--- src/rtl/rv32_pkg.sv ---
// Shared RV32 register-file types: FSM state encoding and default parameter values.
// Imported by the register file top and its bypass sub-module.
package rv32_pkg;

  typedef enum logic {
    RF_CLEAR = 1'b0,
    RF_RUN   = 1'b1
  } rf_state_e;

  localparam int RV32_XLEN     = 32;
  localparam int RV32_NREGS    = 32;
  localparam int RV32_NRD      = 2;
  localparam int RV32_NWR      = 1;
  localparam int RV32_ZERO_REG = 1;

endpackage

--- src/rtl/rv32_rf_bypass.sv ---
// Per-read-port write-first select: highest-numbered enabled write port hitting the address wins.
// Purely combinational; zero-register reads are forced to 0 regardless of same-cycle writes.
module rv32_rf_bypass
  import rv32_pkg::*;
#(
  parameter int XLEN     = RV32_XLEN,
  parameter int AW       = 5,
  parameter int NWR      = RV32_NWR,
  parameter int ZERO_REG = RV32_ZERO_REG
) (
  input  logic [AW-1:0]             rd_addr,
  input  logic [XLEN-1:0]           rf_data,
  input  logic [NWR-1:0]            wr_en,
  input  logic [NWR-1:0][AW-1:0]    wr_addr,
  input  logic [NWR-1:0][XLEN-1:0]  wr_data,
  output logic [XLEN-1:0]           rd_data
);

  always_comb begin
    rd_data = rf_data;
    // Ascending scan so a later (higher-numbered) port overrides an earlier one.
    for (int w = 0; w < NWR; w++) begin
      if (wr_en[w] && (wr_addr[w] == rd_addr)) begin
        rd_data = wr_data[w];
      end
    end
    if ((ZERO_REG != 0) && (rd_addr == '0)) begin
      rd_data = '0;
    end
  end

endmodule

--- src/rtl/rv32_param_register_file.sv ---
// Parameterised multi-port register file with a one-register-per-cycle clear sweep after reset.
// Reads are registered (1-cycle latency, write-first); rf_ready gates use, there is no backpressure.
module rv32_param_register_file
  import rv32_pkg::*;
#(
  parameter int XLEN     = RV32_XLEN,
  parameter int NREGS    = RV32_NREGS,
  parameter int NRD      = RV32_NRD,
  parameter int NWR      = RV32_NWR,
  parameter int ZERO_REG = RV32_ZERO_REG,
  parameter int AW       = $clog2(NREGS)
) (
  input  logic                      clk,
  input  logic                      rst,
  output logic                      rf_ready,
  input  logic [NRD-1:0][AW-1:0]    rd_addr,
  output logic [NRD-1:0][XLEN-1:0]  rd_data,
  input  logic [NWR-1:0]            wr_en,
  input  logic [NWR-1:0][AW-1:0]    wr_addr,
  input  logic [NWR-1:0][XLEN-1:0]  wr_data
);

  localparam logic [AW:0] LAST_IDX = (AW+1)'(NREGS - 1);

  rf_state_e   state;
  rf_state_e   state_nxt;
  logic [AW:0] sweep_cnt;

  logic [XLEN-1:0]           mem [NREGS];
  logic [NRD-1:0][XLEN-1:0]  byp_data;

  always_ff @(posedge clk) begin
    if (rst) begin
      state     <= RF_CLEAR;
      sweep_cnt <= '0;
    end else begin
      state <= state_nxt;
      if (state == RF_CLEAR) begin
        sweep_cnt <= sweep_cnt + 1'b1;
      end
    end
  end

  always_comb begin
    state_nxt = state;
    case (state)
      RF_CLEAR: if (sweep_cnt == LAST_IDX) state_nxt = RF_RUN;
      RF_RUN:   state_nxt = RF_RUN;
      default:  state_nxt = RF_CLEAR;
    endcase
  end

  assign rf_ready = (state == RF_RUN);

  // No reset on the array so it can map onto RAM; the sweep is the only clear path.
  always_ff @(posedge clk) begin
    if (!rst) begin
      if (state == RF_CLEAR) begin
        mem[sweep_cnt[AW-1:0]] <= '0;
      end else begin
        for (int w = 0; w < NWR; w++) begin
          if (wr_en[w] && !((ZERO_REG != 0) && (wr_addr[w] == '0))) begin
            mem[wr_addr[w]] <= wr_data[w];
          end
        end
      end
    end
  end

  for (genvar r = 0; r < NRD; r++) begin : g_rd
    rv32_rf_bypass #(
      .XLEN     (XLEN),
      .AW       (AW),
      .NWR      (NWR),
      .ZERO_REG (ZERO_REG)
    ) u_bypass (
      .rd_addr (rd_addr[r]),
      .rf_data (mem[rd_addr[r]]),
      .wr_en   (wr_en),
      .wr_addr (wr_addr),
      .wr_data (wr_data),
      .rd_data (byp_data[r])
    );
  end

  always_ff @(posedge clk) begin
    if (rst || (state == RF_CLEAR)) begin
      rd_data <= '0;
    end else begin
      rd_data <= byp_data;
    end
  end

endmodule

--- config.mk ---
export PLATFORM = sky130hd
export DESIGN_NAME = rv32_param_register_file
export DESIGN_NICKNAME = d
export VERILOG_FILES = /design/src/rtl/rv32_pkg.sv /design/src/rtl/rv32_rf_bypass.sv /design/src/rtl/rv32_param_register_file.sv
export SDC_FILE = /design/constraint.sdc
export NUM_CORES = 1
export LEC_CHECK = 0
export BUFFER_PORTS_ARGS = -buffer_cell sky130_fd_sc_hd__buf_2
export CAP_MARGIN = 20
export CORE_UTILIZATION = 57
export CTS_CLUSTER_DIAMETER = 100
export CTS_CLUSTER_SIZE = 24
export DETAILED_ROUTE_END_ITERATION = 10
export HOLD_SLACK_MARGIN = 0.1
export PLACE_DENSITY = 0.78
export SLEW_MARGIN = 40
export SYNTH_ARGS = -nofsm -noshare
export SYNTH_HDL_FRONTEND = slang
export SYNTH_SLANG_ARGS = --single-unit
--- constraint.sdc ---
create_clock -name clk -period 4.61 [get_ports clk]
set_input_delay 0.461 -clock clk [delete_from_list [all_inputs] [get_ports clk]]
set_output_delay 0.461 -clock clk [all_outputs]
set_load 0.02 [all_outputs]
==> results.txt <==
Tmin final - 3.597 ns
Slew Viols, Final - 0
Port Buf Inserts - 114
final period utilization - 0.7802
commonest non-fill, non-tap cell in the layout - edfxtp_1
grt peak-use layer - met2
RSZ-0062 raised after global routing - false
Synth Warn # - 0
largest net degree at the start of global routing - 101
number of CTS-inserted buffers - 51
crit path DAT - 3.93 ns
Post-Syn Instances - 2824
clock slew at reported path FFs - 0.09 ns
Worst Path Class, Setup - reg -> reg
FF+latch count, synth - 1095
Critical Path RT - 4.94 ns
Setup WS pre-CTS - 1.029 ns
Placement Rows - 108
Synth Flop Type - edfxtp_1
worst reg2reg path depth - 6
Max stage delay on crit path - 0.64 ns
Critical Path, Cell by Cell - and3b_4, mux2_2, nor2_1, nand2_1, nor2_4, buf_4
top-area cell type share of the netlist area - 0.6145
commonest non-fill, non-tap cells in the layout - 1024 x edfxtp_1, 376 x mux4_2, 261 x mux2_2
cell accounting for the most synthesized area - edfxtp_1
first-pass GRT wire length - 212900 um
drt pass-1 iters - 8
die area - 0.08898 mm2
met1 usage - 0.4311
Wirelength per Cell - 35.76 um
GR Util met2 - 0.5231
post-DP HPWL - 93240 um
mapped cell area - 0.05004 mm2
total gr overflow - 0
vias - 30380
Clock Path Buffers - 3
initial antenna violation count - 2
DRC viols - 0
FF-to-FF End - mem[21][14]$_DFFE_PP_
Setup Buffers After CTS - 0
final wirelength - 146800 um
max cap viols - 0
reg2reg setup slack - 1.01 ns
Finished Layout Cells - 4106
Yosys cell types - 63
Area Growth Syn to Fin - 8.636%
post-route ant nets - 0
worst hold path class - in -> reg
Hold Crit Depth - 2
WHS Endpoint - sweep_cnt[1]$_SDFFE_PP0N_
Syn Nets - 2875
Critical Path End Type - flip-flop
post_cts resized - 0
Hold Vio Cnt, Final - 0
all-layer global routing usage - 0.3312
Pleak - 15.45 nW
Slew HR - 0.4103
Cells after DPL - 4010
Routability Congestion - 0.8981
Layout Utilization - 0.6257
synthesized area per cell - 17.72 um2
CTS tree - built
met3 Resource Use GR - 0.07358
TritonCTS Sinks - 1095
vias per cell - 7.399
Peak Freq - 278.0 MHz
clock latency reported for the late side of the worst-skew pair - 0.65 ns
Fin Setup TNS - 0 ns
layout cell share with drive strength beyond 1 - 0.3464
Iter 0 DRT Violations - 4548
Least-Margin Pin Slew - 0.8845 ns
Critical-path top delay cell - nor2_4
Hold Startpoint - rst
Die Y - 298.3 um
Die X - 298.3 um
hold_buf cts - 0
vias in the first global route - 31060
Startpoint Class - flip-flop
Pwr Density - 318.2 mW/mm2
I/O Pins - 115
Worst Slack Setup Final - 1.013 ns
sequential-to-total area share from yosys stat - 0.6429
worst vdd ir - 300.3 uV
status - finished, final reports clean
# H-tree levels - 2
top post-synthesis cells by area - edfxtp_1 61%, mux4_2 17%, mux2_2 5.9%, dfxtp_1 2.8%, a22oi_1 2.5%
final setup fails - 0
fraction of registers with async set/reset - 0
root buf cell - clkbuf_16
Initial Utilization - 0.5759
core box area - 0.08689 mm2
Post-synth EDFFs - 1024
CP Max Fanout - 15
RR Startpoint - rf_ready$_SDFF_PP0_
Final Skew - 0.01956 ns
Final nets - 2960
## synth_stat cells, types with 19 or more instances
cell type	number
and2_1	32
nand2_1	130
o22ai_1	128
a211oi_1	23
o31ai_1	46
buf_2	66
a22o_1	19
nor3_1	72
mux4_2	376
dfxtp_1	71
edfxtp_1	1024
mux2_2	261
mux2i_1	55
o21ai_0	50
a22oi_1	165
clkbuf_1	136
nor2_1	44
## worst max path at each step
stage / slack [ns] / end / cells after the start / from
after floorplan: -0.21 / mem[24][0]$_DFFE_PP_ / 4 / rst
after global placement: 1.01 / mem[21][20]$_DFFE_PP_ / 7 / rst
after detailed placement: 1.03 / mem[21][14]$_DFFE_PP_ / 7 / rst
after CTS: 1.11 / mem[21][14]$_DFFE_PP_ / 6 / rf_ready$_SDFF_PP0_
after global routing: 0.91 / mem[21][15]$_DFFE_PP_ / 6 / rf_ready$_SDFF_PP0_
final: 1.01 / mem[21][14]$_DFFE_PP_ / 6 / rf_ready$_SDFF_PP0_
## final cells by class
class                           count  area [um2]
Tap cell                         1155        1445
Antenna cell                        1       2.502
Clock inverter                      2       13.76
Fill cell                        5806       32530
Sequential cell                  1095       32170
Timing Repair Buffer              250        1962
Multi-Input combinational cell   1505       17270
Clock buffer                       92        1473
Inverter                            6       22.52
## registers in the layout, indices dropped and copies added, names as in the netlist
signal,cells
mem,1024
sweep_cnt,6
rf_ready,1
rd_data,64
## cell families after synthesis
group	Yosys count	synth area share
flops	1095	0.6429
mux	694	0.2395
compound gates	466	0.06491
simple gates	340	0.03263
buf+inv	224	0.01915
xor+xnor	4	0.0007002
fa+ha+maj	1	0.0002500
## metrics by stage
stage / total power [W] / hold WS, ns / instance area [um2]
3_3_place_gp: 0.01226 / 0.5104 / 52750
6_report: 0.01730 / 0.1345 / 54360
3_5_place_dp: 0.01229 / 0.5136 / 52840
2_1_floorplan: 0.01185 / 0.4855 / 50040
5_1_grt: 0.01766 / 0.1332 / 54360
4_1_cts: 0.01727 / 0.1146 / 54330
## critical path: cells and delay by family, from the launching register on
kind	cells	cell delay, ns
buffers and inverters	1	0.35
and+or+nand+nor	4	1.92
DFF	1	0.62
muxes	1	0.37
## metal layers
metal / up-vias / share of wire / wire length, um
li1: 12010 / - / -
met1: 15660 / 0.34 / 50170
met2: 2225 / 0.47 / 69570
met3: 484 / 0.12 / 17520
met4: 4 / 0.065 / 9555
met5: - / 0.00018 / 27
## where the power goes
group	internal (W)	leakage [nW]	switching, W
logic	0.000521	6.25	0.000785
clock network	0.00219	0.707	0.00301
registers	0.0108	8.50	0.0000325
total	0.0135	15.5	0.00383
Note: power is estimated with default switching activity, not from simulation.
